## config.mk

```make
export PLATFORM = sky130hd
export DESIGN_NAME = seg_display_scanner
export DESIGN_NICKNAME = d
export VERILOG_FILES = /design/src/rtl/seg_display_pkg.sv /design/src/rtl/seg_display_scanner_bcd_to_seg7.sv /design/src/rtl/seg_display_scanner.sv
export SDC_FILE = /design/constraint.sdc
export NUM_CORES = 1
export LEC_CHECK = 0
export BUFFER_PORTS_ARGS = -buffer_cell sky130_fd_sc_hd__buf_2
export CAP_MARGIN = 25
export CORE_MARGIN = 8
export CORE_UTILIZATION = 40
export CTS_CLUSTER_DIAMETER = 100
export DETAILED_ROUTE_END_ITERATION = 6
export PLACE_DENSITY = 0.63
export SYNTH_ARGS = -nofsm -noshare
export SYNTH_HDL_FRONTEND = slang
export SYNTH_SLANG_ARGS = --single-unit
```

## constraint.sdc

```tcl
create_clock -name clk -period 8.75 [get_ports clk]
set_input_delay 1.75 -clock clk [delete_from_list [all_inputs] [get_ports clk]]
set_output_delay 1.75 -clock clk [all_outputs]
set_load 0.05 [all_outputs]
```

## src/rtl/seg_display_pkg.sv

```systemverilog
// seg_display_pkg
//   Shared constants for the 7-segment display scanner: active-low glyphs
//   ({g,f,e,d,c,b,a}), page encodings, digit count and an anode helper.
//   No ports; imported by seg_display_scanner and bcd_to_seg7.
package seg_display_pkg;

  localparam int NUM_DIGITS = 4;

  localparam logic [6:0] SEG_0     = 7'h40;
  localparam logic [6:0] SEG_1     = 7'h79;
  localparam logic [6:0] SEG_2     = 7'h24;
  localparam logic [6:0] SEG_3     = 7'h30;
  localparam logic [6:0] SEG_4     = 7'h19;
  localparam logic [6:0] SEG_5     = 7'h12;
  localparam logic [6:0] SEG_6     = 7'h02;
  localparam logic [6:0] SEG_7     = 7'h78;
  localparam logic [6:0] SEG_8     = 7'h00;
  localparam logic [6:0] SEG_9     = 7'h10;
  localparam logic [6:0] SEG_DASH  = 7'h3F;
  localparam logic [6:0] SEG_BLANK = 7'h7F;

  typedef enum logic [1:0] {
    PAGE_A = 2'd0,
    PAGE_B = 2'd1,
    PAGE_C = 2'd2,
    PAGE_D = 2'd3
  } page_t;

  // Active-low one-hot anode pattern for a digit index.
  function automatic logic [3:0] anode_for(input logic [1:0] idx);
    return ~(4'b0001 << idx);
  endfunction

endpackage

```

## src/rtl/seg_display_scanner_bcd_to_seg7.sv

```systemverilog
// bcd_to_seg7
//   Combinational BCD nibble to active-low 7-segment glyph. Values 0-9 give
//   the decimal glyph; 0xA-0xF give a dash.
// Ports
//   nibble  in   4  BCD digit
//   glyph   out  7  {g,f,e,d,c,b,a}, active-low
module bcd_to_seg7
  import seg_display_pkg::*;
(
  input  logic [3:0] nibble,
  output logic [6:0] glyph
);

  always_comb begin
    glyph = SEG_DASH;
    case (nibble)
      4'd0: glyph = SEG_0;
      4'd1: glyph = SEG_1;
      4'd2: glyph = SEG_2;
      4'd3: glyph = SEG_3;
      4'd4: glyph = SEG_4;
      4'd5: glyph = SEG_5;
      4'd6: glyph = SEG_6;
      4'd7: glyph = SEG_7;
      4'd8: glyph = SEG_8;
      4'd9: glyph = SEG_9;
      default: glyph = SEG_DASH;
    endcase
  end

endmodule

```

## src/rtl/seg_display_scanner.sv

```systemverilog
// seg_display_scanner
//   Time-multiplexes one of four 16-bit BCD words onto a 4-digit common-anode
//   7-segment display. The page is advanced by page_next and/or an optional
//   auto-advance timer. The displayed word is latched once per frame so the
//   digits of one scan always come from the same value.
// Parameters
//   REFRESH_DIV  clk cycles each digit stays lit (>= 2)
//   PAGE_HOLD    auto-advance period in clk cycles, 0 disables auto-advance
// Configuration macro
//   SEG_LEADING_ZERO_BLANK_EN  when defined, leading zero digits 3..1 are blank
// Ports
//   clk        in   1   system clock
//   reset      in   1   asynchronous, active-high
//   digits_A   in   16  page 0 word, [15:12] = most significant digit
//   digits_B   in   16  page 1 word
//   digits_C   in   16  page 2 word
//   digits_D   in   16  page 3 word
//   page_next  in   1   single-cycle pulse, advance page
//   seg        out  7   {g,f,e,d,c,b,a}, active-low
//   an         out  4   anodes, active-low, an[0] = least significant digit
//   dp         out  1   decimal point, active-low, marks the current page
//   page_id    out  2   current page
module seg_display_scanner
  import seg_display_pkg::*;
#(
  parameter int REFRESH_DIV = 100000,
  parameter int PAGE_HOLD   = 0
) (
  input  logic        clk,
  input  logic        reset,
  input  logic [15:0] digits_A,
  input  logic [15:0] digits_B,
  input  logic [15:0] digits_C,
  input  logic [15:0] digits_D,
  input  logic        page_next,
  output logic [6:0]  seg,
  output logic [3:0]  an,
  output logic        dp,
  output logic [1:0]  page_id
);

`ifdef SEG_LEADING_ZERO_BLANK_EN
  localparam bit BLANK_EN = 1'b1;
`else
  localparam bit BLANK_EN = 1'b0;
`endif

  localparam int RW = $clog2(REFRESH_DIV);
  localparam logic [RW-1:0] REFRESH_LAST = RW'(REFRESH_DIV - 1);

  logic [RW-1:0]          refresh_reg, refresh_next;
  logic [1:0]             idx_reg, idx_next;
  logic                   started_reg, started_next;
  logic [15:0]            snapshot_reg, snapshot_next;
  logic [15:0]            selected;
  logic [1:0]             page_reg, page_id_next;
  logic                   tc, frame_latch, hold_expire, advance;
  logic [3:0]             nibble;
  logic [6:0]             glyph;
  logic [NUM_DIGITS-1:0]  lead_zero;
  logic [3:0]             an_next;
  logic [6:0]             seg_next;
  logic                   dp_next;

  // ---------------------------------------------------------------------------
  // Refresh / digit scan / frame latch
  // ---------------------------------------------------------------------------
  assign tc = (refresh_reg == REFRESH_LAST);

  // The first tc after reset lights digit 0 rather than stepping past it, and
  // it also loads the first frame.
  assign frame_latch = tc && (!started_reg || idx_reg == 2'd3);

  always_comb begin
    case (page_reg)
      PAGE_A:  selected = digits_A;
      PAGE_B:  selected = digits_B;
      PAGE_C:  selected = digits_C;
      default: selected = digits_D;
    endcase
  end

  always_comb begin
    refresh_next  = tc ? '0 : refresh_reg + 1'b1;
    started_next  = started_reg | tc;
    idx_next      = (tc && started_reg) ? idx_reg + 2'd1 : idx_reg;
    snapshot_next = frame_latch ? selected : snapshot_reg;
  end

  always_ff @(posedge clk or posedge reset) begin
    if (reset) begin
      refresh_reg  <= '0;
      idx_reg      <= 2'd0;
      started_reg  <= 1'b0;
      snapshot_reg <= 16'h0000;
    end else begin
      refresh_reg  <= refresh_next;
      idx_reg      <= idx_next;
      started_reg  <= started_next;
      snapshot_reg <= snapshot_next;
    end
  end

  // ---------------------------------------------------------------------------
  // Page selection and auto-advance timer
  // ---------------------------------------------------------------------------
  generate
    if (PAGE_HOLD > 0) begin : g_hold
      localparam int HW = (PAGE_HOLD > 1) ? $clog2(PAGE_HOLD) : 1;
      localparam logic [HW-1:0] HOLD_LAST = HW'(PAGE_HOLD - 1);
      logic [HW-1:0] hold_reg;

      assign hold_expire = (hold_reg == HOLD_LAST);

      always_ff @(posedge clk or posedge reset) begin
        if (reset)
          hold_reg <= '0;
        else if (page_next || hold_expire)
          hold_reg <= '0;
        else
          hold_reg <= hold_reg + 1'b1;
      end
    end else begin : g_no_hold
      assign hold_expire = 1'b0;
    end
  endgenerate

  // A button pulse coinciding with timer expiry is a single advance.
  assign advance      = page_next | hold_expire;
  assign page_id_next = page_reg + {1'b0, advance};

  always_ff @(posedge clk or posedge reset) begin
    if (reset)
      page_reg <= PAGE_A;
    else
      page_reg <= page_id_next;
  end

  assign page_id = page_reg;

  // ---------------------------------------------------------------------------
  // Digit decode. Outputs are registered from next-state values so the anode,
  // glyph and dp all follow the new index on the cycle right after tc.
  // ---------------------------------------------------------------------------
  assign nibble = snapshot_next[{idx_next, 2'b00} +: 4];

  bcd_to_seg7 u_bcd_to_seg7 (
    .nibble (nibble),
    .glyph  (glyph)
  );

  // lead_zero[gi]: digit gi and every higher digit are zero.
  for (genvar gi = 0; gi < NUM_DIGITS; gi++) begin : g_lead_zero
    assign lead_zero[gi] = ~|snapshot_next[4*NUM_DIGITS-1 : 4*gi];
  end

  always_comb begin
    an_next  = 4'b1111;
    seg_next = SEG_BLANK;
    dp_next  = 1'b1;
    if (started_next) begin
      an_next  = anode_for(idx_next);
      seg_next = glyph;
      if (BLANK_EN && idx_next != 2'd0 && lead_zero[idx_next])
        seg_next = SEG_BLANK;
      dp_next  = (idx_next == page_id_next) ? 1'b0 : 1'b1;
    end
  end

  always_ff @(posedge clk or posedge reset) begin
    if (reset) begin
      an  <= 4'b1111;
      seg <= SEG_BLANK;
      dp  <= 1'b1;
    end else begin
      an  <= an_next;
      seg <= seg_next;
      dp  <= dp_next;
    end
  end

endmodule
```

==> results.yml <==
floorplan:
  start_util: 0.407
  placeableCoreArea_sq_um: 6720
  io_pins: 81
  die_w_um: 98.7
  num_rows: 30
  dieArea_sq_um: 9750
  die_h_um: 98.7
cells_and_area:
  final.fill_count: 608
  largest_reg_flops: 17
  diodes: 0
  register_area_sq_um: 1270
  layout_common_cells: "buf_2, dfrtp_1, mux4_2, nor2_1, mux2_2"
  final_area_sq_um: 3320
  final_util: 0.494
  syn_to_final_growth_pct: 21.3
  layout_commonest_cell: "buf_2"
  nNetsFinal: 363
  drive_gt1_frac: 0.490
  multi_input_comb_area_sq_um: 1390
critical_path:
  cpPeakStageDelay_ns: 0.62
  worstSetupPathType: "flip-flop to flip-flop"
  start_kind: "flip-flop"
  crit_chain: "ha_1 -> and4_1 -> and4_1 -> a21boi_4 -> mux2_2 -> mux2i_1 -> mux2i_1 -> inv_1 -> ha_1 -> inv_1 -> mux2i_1 -> a32oi_1"
  critPathArrivalTime_ns: 3.79
  r2r-start: "refresh_reg[0]"
  crit_path_end_kind: "flip-flop"
  reg2reg_depth: 12
  r2r-end: "seg[4]"
  cp_common_cell: "mux2i_1"
  cp.required_ns: 8.97
  rrSetupSlack_ns: 5.18
  startpoint: "refresh_reg[0]"
  slowest_stage: "a21boi_4"
  worstPathMaxFanout: 16
cts:
  cts_setup_buffers: 0
  root_buffer: "clkbuf_8"
  clockBufferDepth: 2
  cts_buffers: 5
  post_cts_resized: 0
  cts_sinks: 50
  path_clk_slew_ns: 0.09
  clock_latency_ns: 0.30
  htreeDepth: 2
  cts_tree: "built"
  cts_hold_buffers: 0
job:
  drv_cap: 0
detailed_routing:
  dr.pass1.iters: 3
  postRouteAntennaNets: 0
  viasPerCell: 5.09
  vias: 1872
  wl_um: 5850
  drt-initial-drc-count: 46
  post-route-drc-count: 0
  wl_per_cell_um: 15.9
logic_synthesis:
  synth_nets: 281
  synth_edf_count: 0
  synthArstFlopShare: 1.00
  seq_area_frac_synth: 0.463
  synth.area.top_cells: "dfrtp_1, mux4_2, dfstp_2, mux2_2, mux2i_1"
  yosys_warnings: 0
  syn_area_sq_um: 2740
  synth_top_cell_area_share: 0.347
  synthFlopType: "dfrtp_1"
  syn_area_per_cell_sq_um: 13.4
  synth_top_area_cell: "dfrtp_1"
  netlist_instances: 205
  ys_ff_latch: 50
  ys_types: 39
grt:
  first_global_vias: 2109
  track_usage: 0.132
  antenna_found_initial: 2
  gr-total-overflow: 0
  grt_pass1_wl_um: 10300
  grt_max_degree: 38
run_status:
  status: "complete, no violations"
power:
  p_sw_w: 0.000159
  p_leak_nw: 1.57
  power_density_nw_per_um2: 167
  seqPwrFrac: 0.475
  internal_power_w: 0.000395
  pwr-share-comb: 0.276
  clkPwrFrac: 0.249
  vdd_drop_max_uv: 128
  switching_share: 0.287
sta:
  fin_crit_sh: 0.408
  holdWs_ns: 0.486
  drv_slew: 0
  timing.fmax_mhz: 280
  fin_setup_tns_ns: 0
  hold_viol: 0
  fin_crit_ns: 3.57
  max_slew_margin: 0.478
  fin_skew_ns: 0.00448
  setup_violations: 0
  tightest_slew_ns: 0.782
  grt_setup_unrepaired: "false"
worst_hold_path:
  worst_hold_path.num_cells: 1
  min_to: "refresh_reg[0]"
  worstHoldStart: "refresh_reg[0]"
  hold_class: "flip-flop to flip-flop"
placement:
  gp_congestion: 0.758
  hpwl_um: 4550
  io_buffers: 80
  place_area_sq_um: 3210
-- worst max-delay path by stage --
stage / endpoint / depth (start not counted)
finish: seg[4] / 12
global route: seg[4] / 12
CTS: seg[4] / 12
detailed placement: seg[1] / 9
global placement: seg[1] / 9
floorplan: seg[1] / 8
-- logic make-up (layout without fill, tap and decap cells) --
logic type | count (synthesis) | after routing | share of synthesized area
XOR/XNOR | 18 | 18 | 0.0603
AO/OA/AOI/OAI | 12 | 12 | 0.0315
adder cells (fa/ha/maj) | 9 | 9 | 0.0411
multiplexers | 50 | 50 | 0.282
AND/OR/NAND/NOR | 50 | 50 | 0.0942
flip-flops | 50 | 50 | 0.463
buffers and inverters | 16 | 99 | 0.0283
-- synth_stat cells, types with 2 or more instances --
master	number
mux2_2	13
dfrtp_1	38
clkbuf_1	2
nand2_1	7
mux4_2	16
a22oi_1	2
and3_1	2
buf_6	2
mux2i_4	3
and4_1	2
dfstp_2	12
mux2i_1	12
xnor2_1	9
nor2_1	16
ha_1	9
a32oi_1	2
inv_1	8
xor2_1	8
buf_2	2
nand3_1	11
nand4_1	2
o21ai_1	3
mux2_4	2
nor4bb_1	2
mux2_1	3
or3_1	2
a21oi_1	3
-- critical path, delay by kind of cell (launching register included) --
family | cells | cell delay [ns]
mux | 4 | 0.80
compound gates | 2 | 0.84
flops | 1 | 0.39
fa+ha+maj | 2 | 0.41
buf+inv | 2 | 0.23
simple gates | 2 | 0.80
-- cell type report --
type | count | share of cell area
clock buffer | 7 | 0.0260
multi-input combinational | 139 | 0.420
clock inverter | 1 | 0.00151
tap | 80 | 0.0301
inverter | 9 | 0.0102
sequential | 50 | 0.381
timing repair buffer | 82 | 0.131
-- stage by stage --
step           total power [W]  setup slack, ns  std cells
2_1_floorplan         0.000381             5.27        205
3_3_place_gp          0.000411             5.06        358
5_1_grt               0.000587             4.79        368
4_1_cts               0.000553             5.14        367
3_5_place_dp          0.000415             5.01        359
6_report              0.000553             5.18        368
-- power by group through the flow --
stage	Sequential [W]	Combinational [W]	Clock [W]
2_1_floorplan	0.000260	0.000121	0
3_3_place_gp	0.000279	0.000132	0
3_5_place_dp	0.000280	0.000135	0
4_1_cts	0.000276	0.000135	0.000142
5_1_grt	0.000267	0.000165	0.000154
6_report	0.000263	0.000153	0.000138
-- per-layer routing --
layer	wire length, um	GRT usage	vias up
met5	27	0	-
met2	2830	0.216	50
met3	354	0.0500	13
met1	2520	0.156	907
li1	-	-	898
met4	109	0.0413	4
Power figures use the tool's default switching activity.
